`config.mk`:
```
export PLATFORM = sky130hd
export DESIGN_NAME = imm_gen_stage
export DESIGN_NICKNAME = d
export VERILOG_FILES = /design/src/rtl/rv_imm_pkg.sv /design/src/rtl/imm_extract.sv /design/src/rtl/imm_gen_stage.sv
export SDC_FILE = /design/constraint.sdc
export NUM_CORES = 1
export LEC_CHECK = 0
export BUFFER_PORTS_ARGS = -buffer_cell sky130_fd_sc_hd__clkbuf_2
export CORE_MARGIN = 3
export CORE_UTILIZATION = 50
export CTS_CLUSTER_SIZE = 30
export DETAILED_ROUTE_END_ITERATION = 10
export HOLD_SLACK_MARGIN = 0.12
export PLACE_DENSITY = 0.77
export SLEW_MARGIN = 5
export SYNTH_ARGS = -nofsm -noshare
export SYNTH_HDL_FRONTEND = slang
export SYNTH_HIERARCHICAL = 1
export SYNTH_SLANG_ARGS = --single-unit
```
`constraint.sdc`:
```
create_clock -name clk -period 2.5 [get_ports clk]
set_input_delay 0.375 -clock clk [delete_from_list [all_inputs] [get_ports clk]]
set_output_delay 0.375 -clock clk [all_outputs]
set_load 0.01 [all_outputs]
```
`src/rtl/rv_imm_pkg.sv`:
```
// rtl/rv_imm_pkg.sv - immediate format encodings and parameter checks shared by the imm stage
package rv_imm_pkg;

  typedef logic [2:0] imm_src_t;

  localparam imm_src_t IMM_I     = 3'b000;
  localparam imm_src_t IMM_S     = 3'b001;
  localparam imm_src_t IMM_B     = 3'b010;
  localparam imm_src_t IMM_J     = 3'b011;
  localparam imm_src_t IMM_U     = 3'b100;
  localparam imm_src_t IMM_SHAMT = 3'b101;
  localparam imm_src_t IMM_ZIMM  = 3'b110;
  localparam imm_src_t IMM_ILL   = 3'b111;

  function automatic bit xlen_ok(input int xlen);
    return (xlen == 32) || (xlen == 64);
  endfunction

endpackage

```
`src/rtl/imm_extract.sv`:
```
// rtl/imm_extract.sv - combinational RISC-V immediate extraction and extension to XLEN
module imm_extract
  import rv_imm_pkg::*;
#(
  parameter int XLEN = 32
) (
  input  logic [31:0]     instr,
  input  imm_src_t        src,
  output logic [XLEN-1:0] imm,
  output logic            err
);

  // Formats are assembled at 64 bits and truncated, so one mux serves both widths.
  logic [63:0] wide;
  logic [63:0] s;

  assign s = {64{instr[31]}};

  always_comb begin
    wide = '0;
    err  = 1'b0;
    case (src)
      IMM_I:     wide = {s[63:12], instr[31:20]};
      IMM_S:     wide = {s[63:12], instr[31:25], instr[11:7]};
      IMM_B:     wide = {s[63:12], instr[7], instr[30:25], instr[11:8], 1'b0};
      IMM_J:     wide = {s[63:20], instr[19:12], instr[20], instr[30:21], 1'b0};
      IMM_U:     wide = {s[63:32], instr[31:12], 12'b0};
      IMM_SHAMT: wide = (XLEN == 64) ? {58'b0, instr[25:20]} : {59'b0, instr[24:20]};
      IMM_ZIMM:  wide = {59'b0, instr[19:15]};
      default: begin
        wide = '0;
        err  = 1'b1;
      end
    endcase
  end

  assign imm = wide[XLEN-1:0];

  logic unused_opcode;
  assign unused_opcode = |instr[6:0];

  if (XLEN < 64) begin : g_sink_hi
    logic unused_hi;
    assign unused_hi = |wide[63:XLEN];
  end

endmodule

```
`src/rtl/imm_gen_stage.sv`:
```
// rtl/imm_gen_stage.sv - registered immediate generator with a one-entry skid buffer and sideband tag
module imm_gen_stage
  import rv_imm_pkg::*;
#(
  parameter int XLEN  = 32,
  parameter int TAG_W = 8
) (
  input  logic             clk,
  input  logic             rst,
  input  logic             flush,
  input  logic             in_valid,
  output logic             in_ready,
  input  logic [31:0]      in_instr,
  input  imm_src_t         in_src,
  input  logic [TAG_W-1:0] in_tag,
  output logic             out_valid,
  input  logic             out_ready,
  output logic [XLEN-1:0]  out_imm,
  output logic [TAG_W-1:0] out_tag,
  output logic             out_err
);

  if (!xlen_ok(XLEN)) begin : g_bad_xlen
    $error("imm_gen_stage: XLEN must be 32 or 64");
  end
  if (TAG_W < 1) begin : g_bad_tag
    $error("imm_gen_stage: TAG_W must be at least 1");
  end

  logic [XLEN-1:0]  new_imm;
  logic             new_err;

  imm_extract #(.XLEN(XLEN)) u_extract (
    .instr (in_instr),
    .src   (in_src),
    .imm   (new_imm),
    .err   (new_err)
  );

  logic             skid_valid;
  logic [XLEN-1:0]  skid_imm;
  logic [TAG_W-1:0] skid_tag;
  logic             skid_err;
  logic             accept;
  logic             out_free;

  // Ready depends only on the skid flop, breaking any combinational path from out_ready.
  assign in_ready = !skid_valid;
  assign accept   = in_valid && in_ready;
  assign out_free = !out_valid || out_ready;

  always_ff @(posedge clk or posedge rst) begin
    if (rst) begin
      out_valid  <= 1'b0;
      out_imm    <= '0;
      out_tag    <= '0;
      out_err    <= 1'b0;
      skid_valid <= 1'b0;
      skid_imm   <= '0;
      skid_tag   <= '0;
      skid_err   <= 1'b0;
    end else if (flush) begin
      out_valid  <= 1'b0;
      skid_valid <= 1'b0;
    end else if (out_free) begin
      // A full skid blocks accept, so draining it never races with a new entry.
      if (skid_valid) begin
        out_valid  <= 1'b1;
        out_imm    <= skid_imm;
        out_tag    <= skid_tag;
        out_err    <= skid_err;
        skid_valid <= 1'b0;
      end else if (accept) begin
        out_valid <= 1'b1;
        out_imm   <= new_imm;
        out_tag   <= in_tag;
        out_err   <= new_err;
      end else begin
        out_valid <= 1'b0;
      end
    end else if (accept) begin
      skid_valid <= 1'b1;
      skid_imm   <= new_imm;
      skid_tag   <= in_tag;
      skid_err   <= new_err;
    end
  end

endmodule

```
# --- Yosys cells after proc, flatten, opt, wreduce, memory -nomap -nowiden ---
# Cells that the tools add are included.
totals:
  in_bits: 48
  ff_bits: 84
  wordCells: 42
  output_inout_bits: 43
classes:
  n_reduce_logical: 11
  n_bitwise: 2
  muxes: 15
  n_eq_ne: 6
ops:
  columns: ["cell", "count"]
  rows:
  - ["one-hot mux 32 bit (7 select lines)", 1]
  - ["two-way mux 32 bit", 2]
  - ["two-way mux 8 bit", 2]
  - ["two-way mux 1 bit", 10]
  - ["== test 3 bit (second input constant)", 3]
  - ["OR reduction 7 bit", 1]
  - ["== test 3 x 2 -> 1 bit (second input constant)", 2]
  - ["AND reduction 3 bit", 2]
  - ["nonzero test 2 bit", 2]
  - ["== test 3 x 1 -> 1 bit (second input constant)", 1]
  - ["logical NOT 3 bit", 1]
  - ["nonzero test 3 bit", 1]
  - ["logical NOT 1 bit", 2]
  - ["NOT 1 bit", 2]
  - ["logical AND 1 bit", 1]
  - ["logical OR 1 bit", 1]

# --- Depth between registers and ports, before layout ---
logic_depth:
  ltp_word: 6
  depth_mapped: 7
  mapped_depth_nobuf: 5

# --- By module ---
# The synthesis kept the hierarchy.
by_module_without_submodules:
  columns: ["mod", "n_inst", "cells_each", "seq_area_each_um2", "area_each_um2"]
  rows:
  - ["imm_gen_stage", 1, 229, 2102.0, 3777.4]
  - ["imm_extract", 1, 82, 0.0, 586.8]

# --- Worst setup path before layout ---
# OpenSTA, ideal clock, no wires.
synth_path:
  path_type: "input port to flip-flop"
  start: "in in_src[2]"
  end: "reg out_imm[22]"
  setup_ns: 0.128
  setup_slack_ns: 0.817
  stages: 7
  n_path_buf: 3
  t_required_ns: 2.372
  arrival_ns: 1.555
  cell_sequence: "buf_2 nor2b_1 clkbuf_2 buf_2 a21o_1 mux2_2 mux2_1"
synth_between:
  elab_chain_cells: 4
  word_cells_on_any_way: 10
  classes_between: "eq/ne (6); mux (3); reduce/logical (1)"
synth_lines:
  columns: ["element", "line", "rtl"]
  rows:
  - ["from (decl)", "imm_gen_stage.sv:14", "input imm_src_t in_src,"]
  - ["== test 3 bit, or another cell as far along", "imm_extract.sv:22", "case (src)"]
  - ["one-hot mux 32 bit (7 select lines) *", "imm_extract.sv:22", null]
  - ["net new_imm[22]", "imm_gen_stage.sv:30", "logic [XLEN-1:0] new_imm;"]
  - ["two-way mux 32 bit *", "imm_gen_stage.sv:73", "end else if (accept) begin"]
  - ["two-way mux 32 bit *", "imm_gen_stage.sv:67", "if (skid_valid) begin"]
  - ["to (signal assigned)", "imm_gen_stage.sv:69", "out_imm <= skid_imm;"]
  - ["to (signal assigned)", "imm_gen_stage.sv:75", "out_imm <= new_imm;"]
  - ["to (decl)", "imm_gen_stage.sv:18", "output logic [XLEN-1:0] out_imm,"]
# Mark *: on every way through the listed nets, which the timed path passes. The rest lies on a longest branch. The select of a mux whose other input is x is not followed.
# A chain may end at the register's enable or synchronous reset.

# --- Worst setup path after layout ---
layout_path:
  start: "reg skid_valid"
  end: "reg out_imm[24]"
layout_between:
  elab_chain_cells: 4
  word_cells_on_any_way: 5
  classes_between: "mux (1); reduce/logical (4)"
layout_lines:
  columns: ["element", "line", "rtl"]
  rows:
  - ["from (decl)", "imm_gen_stage.sv:40", "logic skid_valid;"]
  - ["from (signal assigned)", "imm_gen_stage.sv:58", "skid_valid <= 1'b0;"]
  - ["from (signal assigned)", "imm_gen_stage.sv:64", "skid_valid <= 1'b0;"]
  - ["from (signal assigned)", "imm_gen_stage.sv:72", "skid_valid <= 1'b0;"]
  - ["logical NOT 1 bit", "imm_gen_stage.sv:48", "assign in_ready = !skid_valid;"]
  - ["logical AND 1 bit", "imm_gen_stage.sv:49", "assign accept = in_valid && in_ready;"]
  - ["nonzero test 2 bit (no source line)", null, null]
  - ["AND reduction 3 bit (no source line)", null, null]
# Several ways; a longest one is shown, not always the timed one.

==> results.cfg <==
[timing]
rsz0062_at_grt = false
fin_tns_setup_ns = 0
slew_viol_final = 0
finalCritPeriodShare_pct = 73.5
hold_viol_final = 0
fin_skew_ns = 0.0119
setup_viol = 0
min_period_ns = 1.84
whs_ns = 0.0984
clock.fmax_mhz = 544
slew_headroom_pct = 54.3
worst_slew_pin_slew_ns = 0.683

[synth]
synth_area_leaders = dfrtp_1 48%, mux2_2 23%, mux2_4 10%
synth_area_per_cell_sq_um = 14.0
syn_area_sq_um = 4360
synth_cell_types = 36
synth_edf_count = 0
ys_ff_latch = 84
synth-async-reset-ratio_pct = 100
synth_cells = 311
synth_seq_area_share_pct = 48.2
synth_top_cell_by_area = dfrtp_1
yosys_most_used_dff = dfrtp_1
synth_top_area_share_pct = 48.2
ys_warn_count = 6
syn-num-nets = 359

[layout]
layout.cells.non_filler = 500
drive_gt1_share_pct = 60.0
layout_commonest_cell = mux2_2
fillers = 653
nets = 438
area_growth_pct = 15.4
final_cell_mix = 90 x mux2_2, 83 x clkbuf_2, 83 x dfrtp_1, 30 x mux2_4, 15 x a21oi_1
final_area_sq_um = 5040
num_antenna_cells = 0

[worst_setup_path]
reg2reg_setup_slack_ns = 0.66
rr_worst_depth = 3
reg2reg_to = out_imm[24]
setup.worst_path.start_class = flip-flop
arrival_ns = 2.08
reg2reg_from = skid_valid
crit_fanout = 34
crit_path_end_kind = flip-flop
cp_data_required_time_ns = 2.74
critical_path_class = flip-flop to flip-flop

[route]
antenna_left = 0
dr.pass1.iters = 4
post_drt_wl_per_cell_um = 17.4
viasPerCell = 5.49
drt_iter0_drc = 145
routed_wl_mm = 8.71
drc_errors = 0
num_vias = 2746

[global_routing]
track_usage_pct = 18.7
grt_overflow = 0
grt_pass1_wl_mm = 14.6
grt_pass1_vias = 2884
grt_max_degree = 85
antenna_found_initial = 0

[clock_tree]
post_cts_resized = 0
clkLatencyLatePin_ns = 0.36
cts_setup_buffers = 0
postCtsHoldBufs = 0
cts_made_buffers = 9
clock_tree.root_cell = clkbuf_8
path_clk_slew_ns = 0.09
cts_tree = built
cts_htree_levels = 3
cts_sinks = 84
clockBufferDepth = 2

[placed_design]
io_buffers = 83
place_area_sq_um = 4840
dp_cells = 484
dp_hpwl_mm = 5.98
gp_congestion = 0.785

[hold_path]
hold_class = input pin to async pin

[power_and_ir_drop]
leakage_nw = 2.45
p_per_area_nw_per_um2 = 705
ir_drop_mv = 0.360
report.power.total_mw = 3.55

[die]
core_area_sq_um = 8340
die_w_um = 99.4
initial_utilization_pct = 52.3
io_pins = 91
dieHeight_um = 99.4
rows = 33
die-area_sq_um = 9890

[flow_run]
drv_cap = 0

[outcome]
status = complete, no violations
[per-stage QoR]
stage	utilization, %	setup slack, ns
after floorplan	-	0.817
after global placement	58.1	0.504
after detailed placement	58.1	0.447
after CTS	60.4	0.671
after global routing	60.4	0.579
final	60.4	0.663
[kinds of logic (layout without fill, tap and decap cells)]
kind of cell / Yosys count / after routing / share of synthesized area, %
buffers and inverters: 25 / 109 / 3.78
multiplexers: 132 / 132 / 36.4
XOR/XNOR: 1 / 1 / 0.631
AND/OR/NAND/NOR: 26 / 26 / 4.67
flip-flops: 84 / 84 / 48.2
AO/OA/AOI/OAI: 43 / 43 / 6.36
[layer usage]
layer	GRT usage, %	vias to the layer above	part of all wire [%]
met1	25.6	1389	46
met3	5.05	10	4.7
met2	29.1	64	48
li1	-	1283	-
met4	5.67	0	1.5
met5	0	-	0
[how the worst max path moves through the flow]
stage / start / end / slack (ns)
after detailed placement: in_src[1] / out_imm[18] / 0.45
after global placement: in_src[1] / out_imm[18] / 0.50
final: skid_valid / out_imm[24] / 0.66
after floorplan: in_src[2] / out_imm[22] / 0.82
after CTS: skid_valid / out_imm[22] / 0.67
after global routing: skid_valid / out_imm[22] / 0.58
[area by class of cell]
| cell class | instances | area (sq um) | share of cell area [%] |
|---|---|---|---|
| multi-input combinational | 202 | 2100 | 41.6 |
| tap | 105 | 131 | 2.61 |
| inverter | 2 | 11.3 | 0.224 |
| clock buffer | 10 | 128 | 2.53 |
| clock inverter | 6 | 65.1 | 1.29 |
| sequential | 84 | 2100 | 41.8 |
| timing repair buffer | 91 | 500 | 9.94 |
[where the power goes]
group | total (mW) | switching [mW] | internal [mW]
sequential | 1.77 | 0.139 | 1.63
clock | 0.967 | 0.503 | 0.464
combinational | 0.812 | 0.338 | 0.474
[worst max-delay path, stage by stage, from the launching register on]
cell	delay [ns]
dfrtp_2	0.53
buf_4	0.47
mux2_2	0.40
mux2_1	0.29
[state kept, by name, indices dropped and copies added, names as in the netlist]
name        cells
skid_imm       32
out_valid       1
out_tag         8
out_err         1
skid_valid      1
skid_tag        8
out_imm        32
skid_err        1
[cells in the mapped netlist, types with 2 or more instances]
library cell  instances
o22ai_1               7
mux2_4               30
nor2_1                2
a21oi_1              15
nor3_1                2
mux2_1                3
inv_1                 2
buf_6                 7
and2_1                2
mux2i_1               9
nor2b_1               7
a22oi_1               4
a21o_1               12
dfrtp_1              84
buf_4                 2
and2b_2               2
nand2_1               2
mux2_2               90
buf_2                 8
clkbuf_1              5
Note: power is estimated with default switching activity, not from simulation.
